**config.mk**
```make
export PLATFORM = sky130hd
export DESIGN_NAME = jtag_ir_loader
export DESIGN_NICKNAME = d
export VERILOG_FILES = /design/src/rtl/jtag_ir_loader.sv
export SDC_FILE = /design/constraint.sdc
export NUM_CORES = 1
export LEC_CHECK = 0
export ABC_AREA = 1
export CORE_UTILIZATION = 30
export DETAILED_ROUTE_END_ITERATION = 7
export PLACE_DENSITY_LB_ADDON = 0.15
export SLEW_MARGIN = 20
export SYNTH_ARGS = -nofsm -noshare
export SYNTH_HDL_FRONTEND = slang
export SYNTH_SLANG_ARGS = --single-unit
```
**constraint.sdc**
```tcl
create_clock -name TCLK -period 4.1 [get_ports TCLK]
set_clock_uncertainty 0.15 [all_clocks]
set_input_delay 0.615 -clock TCLK [delete_from_list [all_inputs] [get_ports TCLK]]
set_output_delay 0.615 -clock TCLK [all_outputs]
set_load 0.01 [all_outputs]
```
**src/rtl/jtag_ir_loader.sv**
```systemverilog
// jtag_ir_loader
//   Host-side JTAG initiator. Walks a target TAP from Run-Test/Idle through
//   an IR scan and back to Run-Test/Idle. The instruction is shifted in LSB
//   first, and the bits the target shifts out are collected in ir_captured.
//   It can also drive a five-cycle TMS=1 Test-Logic-Reset sequence.
//
// Ports
//   TCLK        in   single clock; the target samples TMS/TDI and this block
//                    samples TDO on the same rising edge
//   TRESETN     in   synchronous active-low reset
//   start       in   request an IR load of ir_in (accepted only in IDLE)
//   reset_tap   in   request a TAP reset (accepted only in IDLE, wins over start)
//   ir_in       in   instruction, latched when start is accepted
//   TDO         in   serial data from the target IR
//   TMS         out  test mode select to the target
//   TDI         out  serial data to the target IR
//   busy        out  high in every state except IDLE
//   done        out  one-cycle pulse in the first IDLE cycle after a load/reset
//   ir_captured out  bits shifted out of the target during the last IR load
//   dbg_state   out  current FSM state encoding, for observation only
//
// Handshake: start/reset_tap are level requests sampled on a rising TCLK
// edge. They are only taken when the FSM is in IDLE and done is low;
// requests that arrive while busy are dropped, not queued.

module jtag_ir_loader #(
  parameter int IR_WIDTH = 8
) (
  input  logic                TCLK,
  input  logic                TRESETN,
  input  logic                start,
  input  logic                reset_tap,
  input  logic [IR_WIDTH-1:0] ir_in,
  input  logic                TDO,
  output logic                TMS,
  output logic                TDI,
  output logic                busy,
  output logic                done,
  output logic [IR_WIDTH-1:0] ir_captured,
  output logic [3:0]          dbg_state
);

  // The counter must hold both IR_WIDTH-1 and the TLR count of 4.
  localparam int CNT_W = ($clog2(IR_WIDTH) < 3) ? 3 : $clog2(IR_WIDTH);
  localparam logic [CNT_W-1:0] LAST_BIT = CNT_W'(IR_WIDTH - 1);
  localparam logic [CNT_W-1:0] TLR_LAST = CNT_W'(4);

  // Each state names the TAP state the target occupies during that cycle.
  typedef enum logic [3:0] {
    IDLE     = 4'd0,
    RTI_GO   = 4'd1,
    SEL_DR   = 4'd2,
    SEL_IR   = 4'd3,
    CAP_IR   = 4'd4,
    SHIFT_IR = 4'd5,
    EXIT1_IR = 4'd6,
    UPD_IR   = 4'd7,
    TLR      = 4'd8,
    TLR_EXIT = 4'd9
  } state_t;

  state_t              state_q, state_d;
  logic [CNT_W-1:0]    cnt_q, cnt_d;
  logic [IR_WIDTH-1:0] shadow_q, shadow_d;
  logic [IR_WIDTH-1:0] capture_q, capture_d;
  logic [IR_WIDTH-1:0] ir_captured_q, ir_captured_d;
  logic                done_q, done_d;

  always_ff @(posedge TCLK) begin
    if (!TRESETN) begin
      state_q       <= IDLE;
      cnt_q         <= '0;
      shadow_q      <= '0;
      capture_q     <= '0;
      ir_captured_q <= '0;
      done_q        <= 1'b0;
    end else begin
      state_q       <= state_d;
      cnt_q         <= cnt_d;
      shadow_q      <= shadow_d;
      capture_q     <= capture_d;
      ir_captured_q <= ir_captured_d;
      done_q        <= done_d;
    end
  end

  // Next-state logic. The counter defaults to zero so it is cleared on every
  // state entry; only SHIFT_IR and TLR advance it while they stay put.
  always_comb begin
    state_d       = state_q;
    cnt_d         = '0;
    shadow_d      = shadow_q;
    capture_d     = capture_q;
    ir_captured_d = ir_captured_q;
    done_d        = 1'b0;
    case (state_q)
      IDLE: begin
        // The done cycle never accepts a request, so done and acceptance
        // can never coincide.
        if (!done_q) begin
          if (reset_tap) begin
            state_d = TLR;
          end else if (start) begin
            state_d  = RTI_GO;
            shadow_d = ir_in;
          end
        end
      end
      RTI_GO:  state_d = SEL_DR;
      SEL_DR:  state_d = SEL_IR;
      SEL_IR:  state_d = CAP_IR;
      CAP_IR:  state_d = SHIFT_IR;
      SHIFT_IR: begin
        capture_d = {TDO, capture_q[IR_WIDTH-1:1]};
        if (cnt_q == LAST_BIT) begin
          state_d       = EXIT1_IR;
          // Publish including the bit sampled on this final edge.
          ir_captured_d = capture_d;
        end else begin
          cnt_d = cnt_q + 1'b1;
        end
      end
      EXIT1_IR: state_d = UPD_IR;
      UPD_IR: begin
        state_d = IDLE;
        done_d  = 1'b1;
      end
      TLR: begin
        if (cnt_q == TLR_LAST) begin
          state_d = TLR_EXIT;
        end else begin
          cnt_d = cnt_q + 1'b1;
        end
      end
      TLR_EXIT: begin
        state_d = IDLE;
        done_d  = 1'b1;
      end
      default: state_d = IDLE;
    endcase
  end

  // Moore outputs: decoded from registered state only.
  always_comb begin
    TMS = 1'b0;
    TDI = 1'b0;
    case (state_q)
      RTI_GO:   TMS = 1'b1;
      SEL_DR:   TMS = 1'b1;
      SHIFT_IR: begin
        TMS = (cnt_q == LAST_BIT);
        TDI = shadow_q[cnt_q];
      end
      EXIT1_IR: TMS = 1'b1;
      TLR:      TMS = 1'b1;
      default:  TMS = 1'b0;
    endcase
  end

  assign busy        = (state_q != IDLE);
  assign done        = done_q;
  assign ir_captured = ir_captured_q;
  assign dbg_state   = state_q;

endmodule

```
==> results.rst <==
.. list-table::
   :header-rows: 1

   * - Metric
     - Value
   * - Run status
     - finished, final reports clean
   * - Worst path cell trace
     - ha_1 -> ha_1 -> nand2_2 -> o211ai_1 -> clkdlybuf4s50_1
   * - Worst setup path class
     - reg -> out
   * - HPWL after detailed placement
     - 2.16 mm
   * - Depth of the most critical reg-to-reg path
     - 9
   * - R2R Path End
     - dbg_state[0]
   * - Maximum level of the CTS H-tree
     - 2
   * - F_max
     - 345 MHz
   * - Initial antenna violation count
     - 0
   * - Number of buffers on the longest clock path
     - 2
   * - Root Driver
     - clkbuf_8
   * - Required time at the worst-slack endpoint
     - 3.34 ns
   * - Sink count of the clock tree
     - 31
   * - Arrival time of the worst setup path
     - 2.13 ns
   * - Post-synth top area cell
     - dfxtp_1
   * - Total overflow reported by the global router
     - 0
   * - Total area of sequential cells
     - 621 um2
   * - Antenna cells
     - 0
   * - Post-synth ARST share
     - 0%
   * - Number of hold buffers added after CTS
     - 0
   * - Setup crit end kind
     - primary output
   * - Count of flip-flops with a built-in enable after synthesis
     - 0
   * - Worst path bufs/invs
     - 1
   * - Pins Over Slew Limit
     - 0
   * - Worst Tran Pin Value
     - 0.364 ns
   * - Largest delay contributor family on the critical path
     - buffers and inverters
   * - Crit path launch type
     - flip-flop
   * - Register-to-register setup slack
     - 2.29 ns
   * - Predominant post-synthesis flop cell
     - dfxtp_1
   * - Count of cells resized by post-cts repair
     - 0
   * - Most used cell along the critical path
     - ha_1
   * - Via density per instance
     - 4.54
   * - Largest net degree at the start of global routing
     - 21
   * - Post-synthesis instance area
     - 0.00140 mm2
   * - Leakage power total
     - 0.680 nW
   * - Headroom to the max-slew limit
     - 75.7%
   * - Sequential cell area fraction in the yosys report
     - 44.4%
   * - Final cell utilization of the core
     - 41.0%
   * - VDD IR-drop max
     - 0.236 mV
   * - Unrepaired setup endpoints after global routing
     - false
   * - Tcrit/Tclk final
     - 70.6%
   * - Number of distinct library cells after synthesis
     - 26
   * - Buffers added on ports
     - 28
   * - Synthesis-to-finish area growth
     - 29.5%
   * - Most frequent cell after synthesis
     - nor2_1
   * - Post-detailed-route wirelength per cell
     - 11.3 um
   * - Worst Path Max Fanout
     - 10
   * - Slowest stage delay, CP
     - 0.56 ns
   * - Syn avg cell area
     - 7.60 um2
   * - Area of the multi-input gates
     - 678 um2
   * - Fraction of layout instances using a drive strength above 1
     - 11.6%
   * - Routability-driven placement congestion ratio
     - 0.770
   * - Critical path startpoint
     - cnt_q[0]
   * - Final Net Count
     - 231
   * - Chip height
     - 70.3 um
   * - Clock slew seen by the registers of the worst setup and hold paths
     - 0.06 ns
   * - Final wirelength
     - 3.02 mm
   * - Clock Latency Late Sink
     - 0.28 ns
   * - Clock tree from TritonCTS
     - yes
   * - Total negative setup slack
     - 0 ns
   * - Number of clock buffers inserted by TritonCTS
     - 5
   * - Drc violations
     - 0
   * - Number of placed instances, taps included
     - 260
   * - Most instantiated cells after synthesis
     - nor2_1 (44), dfxtp_1 (31), nand2_1 (23)
   * - I/O pin total
     - 29
   * - Timing endpoint of the critical path
     - TMS
   * - Iter 0 DRT Violations
     - 68
   * - PwrDens
     - 507 mW/mm2
   * - Synth warnings
     - 0
   * - Number of antenna-violating nets in the routed design
     - 0
   * - Net count after synthesis
     - 200
   * - Std cell rows
     - 24
   * - Count of state elements after synthesis
     - 31
   * - Chip width
     - 70.3 um
   * - Count of final hold-check violations
     - 0
   * - Post-layout instance count excluding filler cells
     - 268
   * - Final setup violating endpoints
     - 0
   * - Power Total
     - 0.917 mW
   * - Layout filler cell count
     - 445
   * - Path category of the worst min-delay check
     - reg -> reg
   * - Worst R2R Start
     - cnt_q[0]
   * - Critical Path Stages
     - 5
   * - Cell type of the slowest stage on the worst timing path
     - clkdlybuf4s50_1
   * - Worst hold margin
     - 0.313 ns
   * - GRT Resource Usage Total
     - 13.8%
   * - Die Outline Area
     - 0.00494 mm2
   * - Total vias in the final route
     - 1,216
   * - Core area
     - 0.00441 mm2
   * - Initial Utilization
     - 31.7%
   * - First-pass detailed-route iteration total
     - 4
   * - Final critical delay including setup and external delays
     - 2.90 ns
   * - First-pass GRT wire length
     - 5.34 mm
   * - Top cell type's share of synthesized area
     - 44.4%
   * - Number of max-cap violations
     - 0
   * - Number of global-route vias before repair
     - 1,167
   * - Number of instances in the synthesized netlist
     - 184
   * - Dominant cells by area after synthesis
     - dfxtp_1 (44%), nor2_1 (12%), o21ai_0 (7.5%)
   * - Number of setup buffers added after CTS
     - 0
## power breakdown
group	switching (mW)	leakage, nW	internal [mW]
Combinational	0.159	0.377	0.126
Sequential	0.0361	0.251	0.334
Clock	0.109	0.0515	0.153
## metal layers
metal	global-route usage, %	up-vias	part of all wire (%)
met5	0	-	0
met4	7.33	0	2.0
met3	3.61	7	3.7
met2	19.2	21	41
met1	19.2	522	53
li1	-	666	-
## layout make-up
type | instances | area share (%)
timing repair buffer | 29 | 15.9
multi-input combinational | 135 | 37.5
clock buffer | 8 | 5.53
inverter | 13 | 3.25
tap | 52 | 3.59
sequential | 31 | 34.3
## worst min path at each step
stage | startpoint | to | slack [ns] | depth (start not counted)
after floorplan | capture_q[7] | capture_q[7] | 0.30 | 2
after global placement | ir_captured[3] | ir_captured[3] | 0.31 | 2
after detailed placement | ir_captured[3] | ir_captured[3] | 0.31 | 2
after CTS | ir_captured[1] | ir_captured[1] | 0.32 | 2
after global routing | ir_captured[5] | ir_captured[5] | 0.34 | 2
final | ir_captured[5] | ir_captured[5] | 0.31 | 2
## kinds of logic after synthesis
kind of cell,count (synthesis),share of synthesized area (%)
and+or+nand+nor,93,30.9
AOI/OAI and AO/OA,39,15.0
DFF,31,44.4
buffers and inverters,18,7.07
adders and majority gates,3,2.69
## registers in the layout, indices dropped and copies added (netlist names)
| signal | flops |
|---|---|
| done | 1 |
| shadow_q | 8 |
| dbg_state | 4 |
| capture_q | 7 |
| cnt_q | 3 |
| ir_captured | 8 |
## worst reg2reg max path, stage by stage, from the launching register on
cell and delay (ns):
dfxtp_1 0.40, ha_1 0.18, ha_1 0.37, inv_1 0.08, nand3_1 0.11, nand2_2 0.07
nor2_2 0.17, inv_2 0.05, nor2_1 0.08, nor2_1 0.05
## per-stage QoR
stage                     worst slack, ns  cell area [um2]
final                                1.20             1810
after global routing                0.988             1810
after CTS                            1.18             1810
after detailed placement             1.51             1710
after global placement               1.53             1710
after floorplan                      2.17             1400
## placed cells by master (no fill, tap or decap), types with 3 or more instances in the layout
cell              n
nor2_1           44
dfxtp_1          31
clkdlybuf4s50_1  28
nand2_1          23
o21ai_0          21
nand3_1          14
a21oi_1          12
clkbuf_8          7
inv_1             6
inv_2             5
nor2_4            3
o211ai_1          3
ha_1              3
Note: power is estimated with default switching activity, not from simulation.
